==> config.mk <==
export PLATFORM = sky130hd
export DESIGN_NAME = serializer_nbit_flat
export DESIGN_NICKNAME = d
export VERILOG_FILES = /design/src/rtl/serializer_nbit_if.sv /design/src/rtl/serializer_nbit.sv /design/src/flat_wrapper.sv
export SDC_FILE = /design/constraint.sdc
export NUM_CORES = 1
export LEC_CHECK = 0
export BUFFER_PORTS_ARGS = -buffer_cell sky130_fd_sc_hd__buf_2
export CAP_MARGIN = 25
export CORE_ASPECT_RATIO = 0.7
export CORE_MARGIN = 2
export CORE_UTILIZATION = 50
export CTS_BUF_LIST = sky130_fd_sc_hd__clkbuf_16
export CTS_CLUSTER_DIAMETER = 60
export DETAILED_ROUTE_END_ITERATION = 7
export PLACE_DENSITY = 0.8
export SYNTH_ARGS = -nofsm -noshare
export SYNTH_HDL_FRONTEND = slang
export SYNTH_SLANG_ARGS = --single-unit
==> constraint.sdc <==
create_clock -name clk -period 1.8 [get_ports clk]
set_input_delay 0.09 -clock clk [delete_from_list [all_inputs] [get_ports clk]]
set_output_delay 0.09 -clock clk [all_outputs]
set_load 0.02 [all_outputs]
==> src/rtl/serializer_nbit_if.sv <==
// Handshake and serial-stream bundle for serializer_nbit.
// The parallel load side and the serial output side travel together.
interface serializer_nbit_if #(
    parameter int N = 8
);
    logic [N-1:0] d_in;
    logic         load_valid_in;
    logic         load_ready_out;
    logic         en_in;
    logic         q_out;
    logic         q_valid_out;
    logic         last_out;

    modport master (
        output d_in, load_valid_in, en_in,
        input  load_ready_out, q_out, q_valid_out, last_out
    );

    modport slave (
        input  d_in, load_valid_in, en_in,
        output load_ready_out, q_out, q_valid_out, last_out
    );
endinterface

==> src/rtl/serializer_nbit.sv <==
// N-bit parallel-to-serial converter with a one-word hold buffer for gapless frames.
// Optional even-parity trailer bit when SERIALIZER_PARITY_EN is defined.
//
// state    | meaning
// ST_IDLE  | no frame on q_out; an accepted word loads the shift register
// ST_SHIFT | frame in progress; q_out carries a frame bit
module serializer_nbit #(
    parameter int N         = 8,
    parameter bit MSB_FIRST = 1'b1
) (
    input  logic              clk,
    input  logic              reset_al_in,
    serializer_nbit_if.slave  bus
);

`ifdef SERIALIZER_PARITY_EN
    localparam int L = N + 1;
`else
    localparam int L = N;
`endif
    localparam int            CW       = $clog2(N + 2);
    localparam logic [CW-1:0] LAST_IDX = CW'(L - 1);

    typedef enum logic {
        ST_IDLE  = 1'b0,
        ST_SHIFT = 1'b1
    } state_t;

    state_t        state_q, state_d;
    logic [N-1:0]  shift_q, shift_d;
    logic [N-1:0]  hold_q, hold_d;
    logic [CW-1:0] cnt_q, cnt_d;
    logic          hold_full_q, hold_full_d;
`ifdef SERIALIZER_PARITY_EN
    logic          parity_q, parity_d;
`endif

    logic          active;
    logic          last;
    logic          accept;
    logic          sr_free;
    logic          out_bit;
    logic [N-1:0]  shift_next;

    assign active  = (state_q == ST_SHIFT);
    assign last    = active && (cnt_q == LAST_IDX);
    assign accept  = bus.load_valid_in && !hold_full_q;
    // The shift register frees up on the edge that retires the last bit,
    // unless the held word is already queued to take its place.
    assign sr_free = !active || (bus.en_in && last && !hold_full_q);

    assign shift_next = MSB_FIRST ? {shift_q[N-2:0], 1'b0}
                                  : {1'b0, shift_q[N-1:1]};

`ifdef SERIALIZER_PARITY_EN
    assign out_bit = (cnt_q == CW'(N)) ? parity_q
                   : (MSB_FIRST ? shift_q[N-1] : shift_q[0]);
`else
    assign out_bit = MSB_FIRST ? shift_q[N-1] : shift_q[0];
`endif

    assign bus.load_ready_out = ~hold_full_q;
    assign bus.q_valid_out    = active;
    assign bus.q_out          = active && out_bit;
    assign bus.last_out       = last;

    always_ff @(posedge clk or negedge reset_al_in) begin
        if (!reset_al_in) begin
            state_q     <= ST_IDLE;
            shift_q     <= '0;
            hold_q      <= '0;
            cnt_q       <= '0;
            hold_full_q <= 1'b0;
`ifdef SERIALIZER_PARITY_EN
            parity_q    <= 1'b0;
`endif
        end else begin
            state_q     <= state_d;
            shift_q     <= shift_d;
            hold_q      <= hold_d;
            cnt_q       <= cnt_d;
            hold_full_q <= hold_full_d;
`ifdef SERIALIZER_PARITY_EN
            parity_q    <= parity_d;
`endif
        end
    end

    always_comb begin
        state_d     = state_q;
        shift_d     = shift_q;
        hold_d      = hold_q;
        cnt_d       = cnt_q;
        hold_full_d = hold_full_q;
`ifdef SERIALIZER_PARITY_EN
        parity_d    = parity_q;
`endif

        unique case (state_q)
            ST_IDLE: begin
                if (accept) begin
                    state_d = ST_SHIFT;
                    shift_d = bus.d_in;
                    cnt_d   = '0;
`ifdef SERIALIZER_PARITY_EN
                    parity_d = ^bus.d_in;
`endif
                end
            end
            ST_SHIFT: begin
                if (bus.en_in) begin
                    if (!last) begin
                        shift_d = shift_next;
                        cnt_d   = cnt_q + 1'b1;
                    end else if (hold_full_q) begin
                        shift_d     = hold_q;
                        cnt_d       = '0;
                        hold_full_d = 1'b0;
`ifdef SERIALIZER_PARITY_EN
                        parity_d    = ^hold_q;
`endif
                    end else if (accept) begin
                        shift_d = bus.d_in;
                        cnt_d   = '0;
`ifdef SERIALIZER_PARITY_EN
                        parity_d = ^bus.d_in;
`endif
                    end else begin
                        state_d = ST_IDLE;
                        cnt_d   = '0;
                    end
                end
            end
            default: state_d = ST_IDLE;
        endcase

        // A word that cannot go straight into the shift register waits in hold.
        if (accept && !sr_free) begin
            hold_d      = bus.d_in;
            hold_full_d = 1'b1;
        end
    end

endmodule

==> src/flat_wrapper.sv <==
// flat-port wrapper written by rule: the top's interface ports become plain ports
module serializer_nbit_flat 
#(
    parameter int N         = 8,
    parameter bit MSB_FIRST = 1'b1
)
  (clk, reset_al_in, bus_d_in, bus_load_valid_in, bus_en_in, bus_load_ready_out, bus_q_out, bus_q_valid_out, bus_last_out);
  serializer_nbit_if #(.N(N)) bus_i ();
  input  logic clk;
  input  logic reset_al_in;
  input wire logic [$bits(bus_i.d_in)-1:0] bus_d_in;
  input wire logic [$bits(bus_i.load_valid_in)-1:0] bus_load_valid_in;
  input wire logic [$bits(bus_i.en_in)-1:0] bus_en_in;
  output wire logic [$bits(bus_i.load_ready_out)-1:0] bus_load_ready_out;
  output wire logic [$bits(bus_i.q_out)-1:0] bus_q_out;
  output wire logic [$bits(bus_i.q_valid_out)-1:0] bus_q_valid_out;
  output wire logic [$bits(bus_i.last_out)-1:0] bus_last_out;
  assign bus_i.d_in = bus_d_in;
  assign bus_i.load_valid_in = bus_load_valid_in;
  assign bus_i.en_in = bus_en_in;
  assign bus_load_ready_out = bus_i.load_ready_out;
  assign bus_q_out = bus_i.q_out;
  assign bus_q_valid_out = bus_i.q_valid_out;
  assign bus_last_out = bus_i.last_out;
  serializer_nbit #(.N(N), .MSB_FIRST(MSB_FIRST)) u_core (.clk(clk), .reset_al_in(reset_al_in), .bus(bus_i));
endmodule
==> Yosys cells after proc, flatten, opt, wreduce, memory -nomap -nowiden <==
Cells that the tools add are included.
{ "op_classes": {"reduce_logical": 15, "n_mux": 18, "eq_ne": 3, "bitwise": 2, "n_addsub": 1} }
{ "ops": {"columns": ["cell", "count"], "rows": [
  ["two-way mux 8 bit", 4],
  ["case mux 8 bit (2 select lines)", 1],
  ["two-way mux 4 bit", 3],
  ["two-way mux 1 bit", 8],
  ["case mux 4 bit (2 select lines)", 1],
  ["logical AND 1 bit", 6],
  ["nonzero test 2 bit", 3],
  ["adder 4 x 1 -> 4 bit, second input constant", 1],
  ["equality test 4 x 3 -> 1 bit, second input constant", 1],
  ["zero test 1 bit", 3],
  ["AND reduction 3 bit", 1],
  ["!= test 2 x 1 -> 1 bit, second input constant", 1],
  ["!= test 2 bit, second input constant", 1],
  ["NOT 1 bit", 2],
  ["case mux 1 bit (2 select lines)", 1],
  ["AND reduction 2 bit", 1],
  ["logical OR 1 bit", 1]
]} }
{ "totals": {"wordCells": 44, "reg_bits": 22, "in_bits": 12, "output_inout_bits": 4} }

==> Longest topological paths before layout <==
{ "logic_depth": {"ltp_word": 9, "depth_mapped": 5, "mapped_depth_nobuf": 4} }

==> Least setup slack after synthesis <==
No wires, ideal clock.
{ "synth_path": {"kind": "register to register", "from": "reg u_core.state_q (netlist: u_core.bus.q_valid_out)", "to": "reg u_core.cnt_q[2]", "period_less_slack_ps": 1348, "n_path_buf": 1, "required_time_ps": 1675, "arrival_time_ps": 1223, "setup_slack_ps": 452, "stages_incl_launch_ff": 5, "setup_time_ps": 125, "cell_sequence": "dfrtp_1 buf_2 nor3b_1 nor2_1 mux2_2"} }
{ "synth_via": {"elab_chain_len": 4, "word_cells_on_any_way": 8, "cone_classes": "eq/ne (2); mux (3); bitwise (1); reduce/logical (2)"} }
{ "synth_rtl": {"columns": ["element", "line_no", "rtl"], "rows": [
  ["from (decl)", "serializer_nbit.sv:29", "state_t state_q, state_d;"],
  ["from (signal assigned)", "serializer_nbit.sv:78", "state_q <= state_d;"],
  ["logical AND 1 bit", "serializer_nbit.sv:46", "assign last = active && (cnt_q == LAST_IDX);"],
  ["two-way mux 4 bit", "serializer_nbit.sv:112", "if (!last) begin"],
  ["two-way mux 4 bit", "serializer_nbit.sv:111", "if (bus.en_in) begin"],
  ["case mux 4 bit (2 select lines)", "serializer_nbit.sv:99", "unique case (state_q)"],
  ["to (signal assigned)", "serializer_nbit.sv:81", "cnt_q <= cnt_d;"],
  ["to (decl)", "serializer_nbit.sv:32", "logic [CW-1:0] cnt_q, cnt_d;"]
]} }
Parallel ways exist; a longest one is shown, timed or not. The select of a mux whose other input is x is not followed.
A chain may end at the register's enable or synchronous reset.

==> Worst setup path in the final report <==
{ "layout_path": {"from": "reg u_core.hold_full_q", "to": "reg u_core.shift_q[1]"} }
{ "layout_via": {"elab_chain_len": 7} }
{ "layout_rtl": {"columns": ["element", "line_no", "rtl"], "rows": [
  ["from (decl)", "serializer_nbit.sv:33", "logic hold_full_q, hold_full_d;"],
  ["from (signal assigned)", "serializer_nbit.sv:82", "hold_full_q <= hold_full_d;"],
  ["zero test 1 bit", "serializer_nbit.sv:47", "assign accept = bus.load_valid_in && !hold_full_q;"],
  ["logical AND 1 bit", "serializer_nbit.sv:47", null],
  ["two-way mux 8 bit", null, null],
  ["two-way mux 8 bit", "serializer_nbit.sv:115", "end else if (hold_full_q) begin"],
  ["two-way mux 8 bit", "serializer_nbit.sv:112", null],
  ["two-way mux 8 bit", "serializer_nbit.sv:111", null],
  ["case mux 8 bit (2 select lines) (*)", "serializer_nbit.sv:99", null],
  ["to (signal assigned)", "serializer_nbit.sv:79", "shift_q <= shift_d;"],
  ["to (decl)", "serializer_nbit.sv:30", "logic [N-1:0] shift_q, shift_d;"]
]} }
Every way passes the cells marked *; elsewhere a longest branch is shown, timed or not. The select of a mux whose other input is x is not followed.

==> flow_summary.json <==
{
  "cp_cell_sequence": "nor2b_2 -> buf_4 -> mux2i_1 -> o2111ai_1",
  "route.detailed.drc": 0,
  "setup_ws_ns": 0.282,
  "ant_nets": 0,
  "die_h_um": 44.3,
  "synth-async-reset-ratio_pct": 100,
  "crit_required_ns": 1.91,
  "dr_total_vias": 958,
  "ys_warn_count": 0,
  "peakVddDrop_mv": 0.669,
  "path_clk_slew_ns": 0.06,
  "port-buffer-count": 15,
  "crit_fanout": 14,
  "layout-drive-gt1-share_pct": 29.0,
  "cp.arrival_ns": 1.63,
  "grt_max_degree": 23,
  "dieWidth_um": 61.5,
  "fin_skew_ns": 0.00148,
  "fill_cells": 182,
  "rsz0062_at_grt": "no",
  "ios": 16,
  "dieArea_mm2": 0.00272,
  "grt-ovfl-total": 0,
  "core_area_mm2": 0.00217,
  "synth_sequential_area_ratio_pct": 47.6,
  "grt_pass1_wl_mm": 4.24,
  "vias_per_cell": 6.14,
  "clkSinkCount": 22,
  "worst_path_largest_cell_delay_ns": 0.54,
  "cp-start-kind": "register",
  "dp.cells": 151,
  "cts_buffers": 3,
  "path_class": "reg2reg",
  "leakagePower_nw": 0.591,
  "fin_tns_setup_ns": 0,
  "synth_seq_cells": 22,
  "period_share_pct": 84.3,
  "fp-row-count": 14,
  "syn-num-nets": 119,
  "place_ws_ns": 0.318,
  "slew_violations": 0,
  "drtPass1Iterations": 4,
  "post_cts_buffers": 0,
  "dpl.hpwl_mm": 1.75,
  "final_common_cell": "dfrtp_1",
  "insertion_delay_ns": 0.26,
  "grt_pass1_vias": 868,
  "syn_to_final_growth_pct": 19.8,
  "drt_iter0_drc": 35,
  "powerDensity_mw_per_mm2": 1560,
  "grt_usage_pct": 22.0,
  "fin_crit_ns": 1.52,
  "ctsResizeCount": 0,
  "wl_per_cell_um": 16.4,
  "cts_htree_levels": 1,
  "synth-main-ff-cell": "dfrtp_1",
  "syn_area_mm2": 0.00116,
  "antenna-diode-count": 0,
  "clock_path_buffers": 2,
  "layout.nets": 138,
  "fmax_ghz": 0.659,
  "start_util_pct": 53.3,
  "synth_cell_types": 31,
  "timing.slew.headroom_pct": 65.4,
  "setup_viol": 0,
  "drt-total-wl_mm": 2.56,
  "hold_path_class": "in2reg",
  "cts_tree": "built",
  "post-route-util_pct": 63.8,
  "stdcell_count": 156,
  "layout_common_cells": "22 x dfrtp_1, 15 x buf_2, 9 x mux2_2, 8 x nand3_1",
  "hold_violations": 0,
  "endpoint_kind": "register",
  "synth-edff-count": 0,
  "grt_antenna_before_repair": 0,
  "cts_hold_buf": 1,
  "avgSynthCellArea_um2": 10.9,
  "cp_slowest_cell": "dfrtp_1",
  "cts-root-buf": "clkbuf_16",
  "netlist_instances": 106,
  "status": "finished clean",
  "maxCapViolCount": 0,
  "gp_congestion": 0.813,
  "worst_slew_pin_slew_ns": 0.518
}
==> report_power, final <==
group / switching [W] / total, W / internal, W
sequential: 0.000174 / 0.000874 / 0.000700
clock: 0.000188 / 0.000631 / 0.000442
combinational: 0.000335 / 0.000652 / 0.000318
total: 0.000697 / 0.00216 / 0.00146
==> cells in the mapped netlist, types with 2 or more instances <==
master	n	area, µm²
nand4_1	7	43.8
nand2_1	6	22.5
a31oi_1	3	18.8
clkbuf_1	2	7.51
nor2b_1	2	12.5
o2111ai_1	6	52.6
mux2i_1	7	70.1
nand3_1	8	40.0
mux2_2	9	101
and2_1	3	18.8
and3_1	3	18.8
buf_2	4	20.0
a32oi_1	2	17.5
dfrtp_1	22	551
nand4b_1	2	17.5
o21ai_0	2	10.0
inv_1	4	15.0
==> sequential cells by signal, indices dropped and copies added, names as in the netlist <==
| register | count |
|---|---|
| u_core.hold_q | 8 |
| u_core.shift_q | 8 |
| u_core.cnt_q | 4 |
| u_core.bus.q_valid_out | 1 |
| u_core.hold_full_q | 1 |
==> through the flow <==
stage,area (µm²),hold slack [ns],power (W)
after floorplan,1160,-0.206,0.00132
after global placement,1270,0.0862,0.00148
after detailed placement,1270,0.0817,0.00151
after CTS,1390,0.0801,0.00215
after global routing,1390,0.0833,0.00229
final,1390,0.0773,0.00216
==> final cells by class <==
type | count | area (µm²) | share of cell area (%)
clock buffer | 3 | 75.1 | 5.42
clock inverter | 1 | 30.0 | 2.17
inverter | 4 | 15.0 | 1.08
multi-input combinational | 73 | 553 | 39.9
sequential | 22 | 551 | 39.7
tap | 32 | 40.0 | 2.89
timing repair buffer | 21 | 123 | 8.84
==> cells by family after synthesis <==
logic type                 count (synthesis)  synth area share (%)
and+or+nand+nor                           38                  20.0
muxes                                     16                  14.8
buffers and inverters                     11                  4.65
adders and majority gates                  1                  1.08
DFF                                       22                  47.6
AOI/OAI and AO/OA                         18                  11.9
==> worst max-delay path, delay by kind of cell, from the launching register on <==
kind | cells | cell delay, ns
DFF | 1 | 0.54
buffers and inverters | 1 | 0.19
muxes | 1 | 0.21
AOI/OAI and AO/OA | 1 | 0.14
and+or+nand+nor | 1 | 0.28
==> path summary, 6_finish.rpt <==
path | endpoint | slack [ns] | from | depth (start not counted)
setup / recovery | u_core.shift_q[1] | 0.28 | u_core.hold_full_q | 4
hold / removal | u_core.hold_q[1] | 0.08 | bus_d_in[1] | 2
setup reg to reg | u_core.shift_q[1] | 0.28 | u_core.hold_full_q | 4
hold reg to reg | u_core.hold_q[2] | 0.51 | u_core.hold_q[2] | 1
max in group asynchronous | u_core.cnt_q[3] | 1.14 | reset_al_in | 2
min in group asynchronous | u_core.shift_q[6] | 0.33 | reset_al_in | 2
==> metal layers <==
metal	vias up	share of wire, %	global-route usage [%]
met5	-	0	0
met4	0	2.4	8.09
met3	8	7.3	7.02
met2	47	43	29.3
met1	459	48	33.2
li1	444	-	-
Note: power is estimated with default switching activity, not from simulation.
